$ cat src/rtl/fuji_iie_pkg.sv
// Shared constants and types for the Apple IIe bus responder: mem_sel encoding,
// soft-switch address pages and the cycle-tracking state type.
package fuji_iie_pkg;

  localparam int unsigned ADDR_W = 16;
  localparam int unsigned DATA_W = 8;
  localparam int unsigned SEL_W  = 3;

  localparam logic [SEL_W-1:0] SEL_NONE = 3'd0;
  localparam logic [SEL_W-1:0] SEL_MAIN = 3'd1;
  localparam logic [SEL_W-1:0] SEL_AUX  = 3'd2;
  localparam logic [SEL_W-1:0] SEL_ROM  = 3'd3;
  localparam logic [SEL_W-1:0] SEL_IO   = 3'd4;
  localparam logic [SEL_W-1:0] SEL_SLOT = 3'd5;

  // Address pages (a[15:4]) of the soft-switch and language-card blocks
  localparam logic [11:0] SW_PAGE = 12'hC00;
  localparam logic [11:0] LC_PAGE = 12'hC08;

  localparam logic [ADDR_W-1:0] STACK_END = 16'h0200;
  localparam logic [ADDR_W-1:0] IO_BASE   = 16'hC000;
  localparam logic [ADDR_W-1:0] LC_BASE   = 16'hD000;
  localparam logic [ADDR_W-1:0] RB_FIRST  = 16'hC011;
  localparam logic [ADDR_W-1:0] RB_LAST   = 16'hC018;

  typedef struct packed {
    logic store80;
    logic ramrd;
    logic ramwrt;
    logic intcxrom;
    logic altzp;
    logic slotc3rom;
  } soft_sw_t;

  typedef enum logic {
    ST_IDLE,
    ST_ACTIVE
  } cyc_state_t;

  function automatic logic [SEL_W-1:0] ram_bank(input logic aux);
    return aux ? SEL_AUX : SEL_MAIN;
  endfunction

endpackage

$ cat src/rtl/apple2e_bus_responder_if.sv
// 6502-side bus bundle between the CPU core (master) and the bus responder (slave).
interface apple2e_bus_responder_if;
  import fuji_iie_pkg::*;

  logic              clk_phi_0;
  logic [ADDR_W-1:0] a;
  logic              rdwr_n;
  logic [DATA_W-1:0] d_in;
  logic [DATA_W-1:0] d_out;
  logic              d_oe;
  logic [SEL_W-1:0]  mem_sel;
  logic              ram_we;
  logic              lc_bank2;
  logic              store80;

  modport master (
    output clk_phi_0, a, rdwr_n, d_in,
    input  d_out, d_oe, mem_sel, ram_we, lc_bank2, store80
  );

  modport slave (
    input  clk_phi_0, a, rdwr_n, d_in,
    output d_out, d_oe, mem_sel, ram_we, lc_bank2, store80
  );

endinterface

$ cat src/rtl/apple2e_lc_switch.sv
// Language-card state: PREWRITE, write enable, RAM read enable and $D000 bank.
// Updates only on the commit strobe of a $C08x access.
module apple2e_lc_switch #(
  parameter bit RESET_WRITE_EN = 1'b1,
  parameter bit RESET_BANK2    = 1'b1
) (
  input  logic       clk,
  input  logic       reset,
  input  logic       commit,
  input  logic [3:0] s,
  input  logic       rd,
  output logic       readram,
  output logic       write_en,
  output logic       bank2
);

  logic prewrite;

  // Write enable needs two consecutive odd reads; any even access or $C08x write breaks the pair
  always_ff @(posedge clk) begin
    if (reset) begin
      prewrite <= 1'b0;
      write_en <= RESET_WRITE_EN;
      readram  <= 1'b0;
      bank2    <= RESET_BANK2;
    end else if (commit) begin
      bank2 <= ~s[3];
      casez (s)
        4'b??00, 4'b??11: readram <= 1'b1;
        default:          readram <= 1'b0;
      endcase
      if (!s[0]) begin
        write_en <= 1'b0;
        prewrite <= 1'b0;
      end else if (rd) begin
        prewrite <= 1'b1;
        if (prewrite) write_en <= 1'b1;
      end else begin
        prewrite <= 1'b0;
      end
    end
  end

endmodule

$ cat src/rtl/apple2e_bus_responder.sv
// Target side of the Apple IIe 6502 bus: address decode, soft switches, language card.
// Optional FUJI_IIE_SWITCH_READBACK_EN enables status reads of $C011-$C018.
module apple2e_bus_responder
  import fuji_iie_pkg::*;
#(
  parameter bit RESET_LC_WRITE_EN = 1'b1,
  parameter bit RESET_LC_BANK2    = 1'b1
) (
  input  logic                    clk_14M,
  input  logic                    reset,
  apple2e_bus_responder_if.slave  bus
);

  cyc_state_t        state, state_nxt;
  logic              phi_q;
  logic              rise_c, fall_c, load_c, commit_c;
  logic [ADDR_W-1:0] s_addr;
  logic              s_rd;
  soft_sw_t          sw;
  logic [SEL_W-1:0]  sel_q, sel_c;
  logic              we_q, we_c;
  logic              lc_readram, lc_write_en, lc_bank2;

  assign rise_c = bus.clk_phi_0 & ~phi_q;
  assign fall_c = ~bus.clk_phi_0 & phi_q;

  // Cycle tracker: a reset mid-cycle leaves us idle so the pending fall never commits
  always_ff @(posedge clk_14M) begin
    if (reset) state <= ST_IDLE;
    else       state <= state_nxt;
  end

  always_comb begin
    state_nxt = state;
    load_c    = 1'b0;
    commit_c  = 1'b0;
    case (state)
      ST_IDLE: begin
        if (rise_c) begin
          load_c    = 1'b1;
          state_nxt = ST_ACTIVE;
        end
      end
      ST_ACTIVE: begin
        if (fall_c) begin
          commit_c  = 1'b1;
          state_nxt = ST_IDLE;
        end
      end
      default: state_nxt = ST_IDLE;
    endcase
  end

  // Address decode against the live bus; registered on the rise cycle
  always_comb begin
    sel_c = SEL_NONE;
    we_c  = 1'b0;
    if (bus.a < STACK_END) begin
      sel_c = ram_bank(sw.altzp);
      we_c  = ~bus.rdwr_n;
    end else if (bus.a < IO_BASE) begin
      sel_c = ram_bank(bus.rdwr_n ? sw.ramrd : sw.ramwrt);
      we_c  = ~bus.rdwr_n;
    end else if (bus.a[15:8] == 8'hC0) begin
      sel_c = SEL_IO;
    end else if (bus.a < LC_BASE) begin
      if (sw.intcxrom || (bus.a[11:8] == 4'h3 && !sw.slotc3rom)) sel_c = SEL_ROM;
      else                                                        sel_c = SEL_SLOT;
    end else if (bus.rdwr_n) begin
      sel_c = lc_readram ? ram_bank(sw.altzp) : SEL_ROM;
    end else if (lc_write_en) begin
      sel_c = ram_bank(sw.altzp);
      we_c  = 1'b1;
    end
  end

  always_ff @(posedge clk_14M) begin
    if (reset) begin
      phi_q  <= bus.clk_phi_0;
      s_addr <= '0;
      s_rd   <= 1'b1;
      sel_q  <= SEL_NONE;
      we_q   <= 1'b0;
      sw     <= '0;
    end else begin
      phi_q <= bus.clk_phi_0;
      if (load_c) begin
        s_addr <= bus.a;
        s_rd   <= bus.rdwr_n;
        sel_q  <= sel_c;
        we_q   <= we_c;
      end else if (fall_c) begin
        we_q <= 1'b0;
      end
      // Odd address sets the switch, even clears it; data is ignored
      if (commit_c && !s_rd && s_addr[15:4] == SW_PAGE) begin
        case (s_addr[3:1])
          3'd0:    sw.store80   <= s_addr[0];
          3'd1:    sw.ramrd     <= s_addr[0];
          3'd2:    sw.ramwrt    <= s_addr[0];
          3'd3:    sw.intcxrom  <= s_addr[0];
          3'd4:    sw.altzp     <= s_addr[0];
          3'd5:    sw.slotc3rom <= s_addr[0];
          default: ;
        endcase
      end
    end
  end

  apple2e_lc_switch #(
    .RESET_WRITE_EN (RESET_LC_WRITE_EN),
    .RESET_BANK2    (RESET_LC_BANK2)
  ) u_lc (
    .clk      (clk_14M),
    .reset    (reset),
    .commit   (commit_c && s_addr[15:4] == LC_PAGE),
    .s        (s_addr[3:0]),
    .rd       (s_rd),
    .readram  (lc_readram),
    .write_en (lc_write_en),
    .bank2    (lc_bank2)
  );

`ifdef FUJI_IIE_SWITCH_READBACK_EN
  logic              oe_q, oe_c, flag_c;
  logic [DATA_W-1:0] dout_q;

  always_comb begin
    oe_c   = bus.rdwr_n && bus.a >= RB_FIRST && bus.a <= RB_LAST;
    flag_c = 1'b0;
    case (bus.a[4:0])
      5'h11:   flag_c = lc_bank2;
      5'h12:   flag_c = lc_readram;
      5'h13:   flag_c = sw.ramrd;
      5'h14:   flag_c = sw.ramwrt;
      5'h15:   flag_c = sw.intcxrom;
      5'h16:   flag_c = sw.altzp;
      5'h17:   flag_c = sw.slotc3rom;
      5'h18:   flag_c = sw.store80;
      default: flag_c = 1'b0;
    endcase
  end

  always_ff @(posedge clk_14M) begin
    if (reset) begin
      oe_q   <= 1'b0;
      dout_q <= '0;
    end else if (load_c) begin
      oe_q   <= oe_c;
      dout_q <= oe_c ? {flag_c, 7'b0} : '0;
    end else if (fall_c) begin
      oe_q   <= 1'b0;
      dout_q <= '0;
    end
  end

  assign bus.d_oe  = oe_q;
  assign bus.d_out = dout_q;
`else
  assign bus.d_oe  = 1'b0;
  assign bus.d_out = '0;
`endif

  assign bus.mem_sel  = sel_q;
  assign bus.ram_we   = we_q;
  assign bus.lc_bank2 = lc_bank2;
  assign bus.store80  = sw.store80;

endmodule
$ cat src/flat_wrapper.sv
// flat-port wrapper written by rule: the top's interface ports become plain ports
module apple2e_bus_responder_flat import fuji_iie_pkg::*;
#(
  parameter bit RESET_LC_WRITE_EN = 1'b1,
  parameter bit RESET_LC_BANK2    = 1'b1
)
  (clk_14M, reset, bus_clk_phi_0, bus_a, bus_rdwr_n, bus_d_in, bus_d_out, bus_d_oe, bus_mem_sel, bus_ram_we, bus_lc_bank2, bus_store80);
  apple2e_bus_responder_if bus_i ();
  input  logic clk_14M;
  input  logic reset;
  input wire logic [$bits(bus_i.clk_phi_0)-1:0] bus_clk_phi_0;
  input wire logic [$bits(bus_i.a)-1:0] bus_a;
  input wire logic [$bits(bus_i.rdwr_n)-1:0] bus_rdwr_n;
  input wire logic [$bits(bus_i.d_in)-1:0] bus_d_in;
  output wire logic [$bits(bus_i.d_out)-1:0] bus_d_out;
  output wire logic [$bits(bus_i.d_oe)-1:0] bus_d_oe;
  output wire logic [$bits(bus_i.mem_sel)-1:0] bus_mem_sel;
  output wire logic [$bits(bus_i.ram_we)-1:0] bus_ram_we;
  output wire logic [$bits(bus_i.lc_bank2)-1:0] bus_lc_bank2;
  output wire logic [$bits(bus_i.store80)-1:0] bus_store80;
  assign bus_i.clk_phi_0 = bus_clk_phi_0;
  assign bus_i.a = bus_a;
  assign bus_i.rdwr_n = bus_rdwr_n;
  assign bus_i.d_in = bus_d_in;
  assign bus_d_out = bus_i.d_out;
  assign bus_d_oe = bus_i.d_oe;
  assign bus_mem_sel = bus_i.mem_sel;
  assign bus_ram_we = bus_i.ram_we;
  assign bus_lc_bank2 = bus_i.lc_bank2;
  assign bus_store80 = bus_i.store80;
  apple2e_bus_responder #(.RESET_LC_WRITE_EN(RESET_LC_WRITE_EN), .RESET_LC_BANK2(RESET_LC_BANK2)) u_core (.clk_14M(clk_14M), .reset(reset), .bus(bus_i));
endmodule
$ cat config.mk
export PLATFORM = sky130hd
export DESIGN_NAME = apple2e_bus_responder_flat
export DESIGN_NICKNAME = d
export VERILOG_FILES = /design/src/rtl/fuji_iie_pkg.sv /design/src/rtl/apple2e_bus_responder_if.sv /design/src/rtl/apple2e_lc_switch.sv /design/src/rtl/apple2e_bus_responder.sv /design/src/flat_wrapper.sv
export SDC_FILE = /design/constraint.sdc
export NUM_CORES = 1
export LEC_CHECK = 0
export CORE_ASPECT_RATIO = 0.75
export CORE_UTILIZATION = 43
export CTS_CLUSTER_SIZE = 10
export DETAILED_ROUTE_END_ITERATION = 16
export PLACE_DENSITY = 0.76
export REMOVE_ABC_BUFFERS = 1
export SYNTH_ARGS = -nofsm -noshare
export SYNTH_HDL_FRONTEND = slang
export SYNTH_SLANG_ARGS = --single-unit
$ cat constraint.sdc
create_clock -name clk_14M -period 1.8 [get_ports clk_14M]
set_input_delay 0.54 -clock clk_14M [delete_from_list [all_inputs] [get_ports clk_14M]]
set_output_delay 0.54 -clock clk_14M [all_outputs]
set_load 0.01 [all_outputs]
==> run summary, run 1 <==
Fin crit period -> 1740 ps
Pins Over Slew Limit -> 0
CP top delay family -> simple AND/OR/NAND/NOR gates
Unrepaired setup endpoints after global routing -> no
Overflow after GRT -> 0
Initial antenna violation count -> 0
Main synth FF type -> dfxtp_1
WP data required -> 1990 ps
P_sw -> 0.395 mW
Sequential fraction of the synthesis area -> 0.423
Most common cell after layout, fill and taps aside -> nand2_1
Cell Chain, Critical Path -> clkdlybuf4s15_1 -> or3_4 -> o211a_1 -> or3_1 -> o41ai_2
Post-Synthesis Cells -> 193
Ys async rst share -> 0
DRC errors left -> 0
Total track usage -> 0.220
Drt first pass iters -> 4
EDFF count, synth -> 0
Internal -> 1.22 mW
P per Cell Area -> 767 mW/mm²
P_leak -> 0.848 nW
Fmax -> 575 MHz
Most frequent cells in the layout -> 40 x nand2_1, 33 x dfxtp_1, 23 x a21oi_1, 22 x buf_4, 17 x clkdlybuf4s50_1
Antenna viol nets, final -> 0
Share of layout cells above drive strength 1 -> 0.163
Layout Cells excl Fill -> 280
Die X-Extent -> 71.6 µm
Starting density of the core -> 0.463
Net Sw Frac -> 0.245
DP Cell Count -> 271
Ports -> 43
Die Height -> 54.2 µm
Netlist Area Pre-Place -> 0.00156 mm²
Clk_skew -> 4.95 ps
Design area -> 0.00210 mm²
FF+latch count, synth -> 33
Worst Setup End Kind -> flop
Clock network power share -> 0.380
Iteration-0 DRC Markers -> 93
Global-route wire length before repair -> 6270 µm
CTS tree -> done
Routed wirelength normalized by instance count -> 13.8 µm
CTS Buf Count -> 5
Buf+Inv Stages, Crit Path -> 1
Via count -> 1485
Area delta synth->final -> 34.6%
Hpwl dp -> 2780 µm
Period utilization -> 0.967
Vias in the first global route -> 1405
Final hold violations -> 0
Crit Path Category -> primary input to flop
Outcome -> completed
WP data arrival -> 1930 ps
Synthesized area per cell -> 8.10 µm²
Logic pwr share -> 0.141
Largest net degree at the start of global routing -> 22
Clk pin slew, worst setup/hold paths -> 60 ps
Area after DPL -> 0.00199 mm²
CTS root buf -> clkbuf_8
Core area -> 0.00338 mm²
Crit-path slowest cell -> or3_1
Die area -> 0.00388 mm²
Rows -> 18
H-tree level count -> 2
Worst hold path type -> flop to flop
Final setup viols -> 0
Startpoint types -> primary input
IO Port Bufs -> 25
Sequential share of power -> 0.479
Max_cap viols -> 0
Routability cong. -> 0.865
Clock Latency Late Sink -> 290 ps
Clock buffer depth -> 2
CTS sink count -> 33
Final core occ -> 0.623
Nets -> 267
Vias per cell -> 5.30
CP max stage delay -> 370 ps
Yosys cell types -> 35
Hold Buf Count CTS -> 0
Worst-case vdd ir drop -> 527 µV
Fillers -> 305
Synth warn -> 0
Routed wire length -> 3870 µm
Critical path fanouts, max -> 2
Ant diodes -> 0
-- cells by family (layout without fill, tap and decap cells) --
family | count (synthesis) | in the layout | share of synthesized area
other | 1 | 9 | 0.00240
xor gates and xnor gates | 1 | 1 | 0.00561
and+or+nand+nor | 91 | 91 | 0.293
muxes | 7 | 7 | 0.0448
buffers and inverters | 22 | 61 | 0.0761
AOI/OAI and AO/OA | 38 | 38 | 0.155
DFF | 33 | 33 | 0.423
-- stage by stage --
| stage | worst slack (ps) | TNS, ps | total power [mW] | hold slack (ps) |
|---|---|---|---|---|
| 5_1_grt | 22.7 | 0 | 1.68 | 470 |
| 6_report | 59.9 | 0 | 1.61 | 454 |
| 4_1_cts | 9.73 | 0 | 1.62 | 452 |
| 3_3_place_gp | -407 | -4720 | 1.01 | 440 |
| 3_5_place_dp | -417 | -5290 | 1.01 | 443 |
| 2_1_floorplan | 80.3 | 0 | 0.869 | 425 |
-- final timing paths --
check / startpoint / end / slack [ps] / cells past startpoint
max: bus_a[15] / u_core.bus.mem_sel[1] / 60 / 5
min: u_core.s_addr[15] / u_core.s_addr[15] / 450 / 2
max reg2reg: u_core.state / u_core.sw[0] / 140 / 5
min reg2reg: u_core.s_addr[15] / u_core.s_addr[15] / 450 / 2
-- cell usage after synthesis, drive strengths merged (2+ instances only) --
| cell | count | share of area |
|---|---|---|
| nand2b | 9 | 0.036 |
| inv | 4 | 0.0096 |
| nor4b | 2 | 0.011 |
| a311oi | 2 | 0.011 |
| nor3 | 3 | 0.0096 |
| nand3 | 2 | 0.0064 |
| a32oi | 2 | 0.011 |
| nand3b | 2 | 0.0096 |
| nor4 | 2 | 0.0080 |
| o21ai | 4 | 0.013 |
| mux2i | 7 | 0.045 |
| clkbuf | 7 | 0.017 |
| nand4 | 6 | 0.024 |
| buf | 11 | 0.050 |
| nand4b | 3 | 0.017 |
| a21oi | 23 | 0.074 |
| or3 | 3 | 0.012 |
| nor2 | 11 | 0.026 |
| nand2 | 40 | 0.096 |
| dfxtp | 33 | 0.42 |
| or2 | 2 | 0.0080 |
| nor2b | 3 | 0.012 |
-- power by group through the flow --
stage,Combinational (mW),Clock [mW],Sequential [mW]
6_report,0.227,0.613,0.774
5_1_grt,0.249,0.659,0.777
4_1_cts,0.224,0.624,0.773
3_5_place_dp,0.223,0,0.790
3_3_place_gp,0.219,0,0.789
2_1_floorplan,0.0828,0,0.786
-- flip-flops by register name (all words and copies together) (netlist names) --
| name | cells |
|---|---|
| u_core.u_lc.readram | 1 |
| u_core.u_lc.prewrite | 1 |
| u_core.u_lc.bank2 | 1 |
| u_core.phi_q | 1 |
| u_core.state | 1 |
| u_core.bus.store80 | 1 |
| u_core.sw | 5 |
| u_core.bus.mem_sel | 3 |
| u_core.u_lc.write_en | 1 |
| u_core.s_rd | 1 |
| u_core.s_addr | 16 |
| u_core.bus.ram_we | 1 |
-- cell type report --
cell class / count / area, µm² / share of cell area
Inverter: 4 / 15.0 / 0.00714
Clock buffer: 7 / 96.3 / 0.0458
Multi-Input combinational cell: 146 / 826 / 0.393
Tap cell: 40 / 50.0 / 0.0238
Clock inverter: 1 / 5.00 / 0.00238
Timing Repair Buffer: 49 / 450 / 0.214
Sequential cell: 33 / 661 / 0.314
-- worst register-to-register path, cell delays in order, from the launching register on --
cell	delay [ps]
dfxtp_1	360
nor4bb_1	410
and4_1	300
buf_4	180
nand4_1	130
mux2i_1	160
-- repair_timing --
action,CTS,global route
setup endpoints to repair,3,12
pin swaps,5,2
buffers inserted,1,0
resized for setup,15,2
-- metal layers --
| metal | global-route usage | wire length, µm |
|---|---|---|
| met3 | 0.0552 | 215 |
| met4 | 0.0784 | 52 |
| met2 | 0.373 | 1780 |
| met5 | 0 | 0 |
| met1 | 0.279 | 1830 |
(Power assumes the default switching activity.)
==> run 2: changes to the inputs <==
--- a/config.mk
+++ b/config.mk
@@ -11,6 +11,7 @@
 export DETAILED_ROUTE_END_ITERATION = 16
 export PLACE_DENSITY = 0.76
 export REMOVE_ABC_BUFFERS = 1
+export SLEW_MARGIN = 10
 export SYNTH_ARGS = -nofsm -noshare
 export SYNTH_HDL_FRONTEND = slang
 export SYNTH_SLANG_ARGS = --single-unit
==> results of run 2 <==
The final DEF is identical to that of run 1; final timing and power are the same.
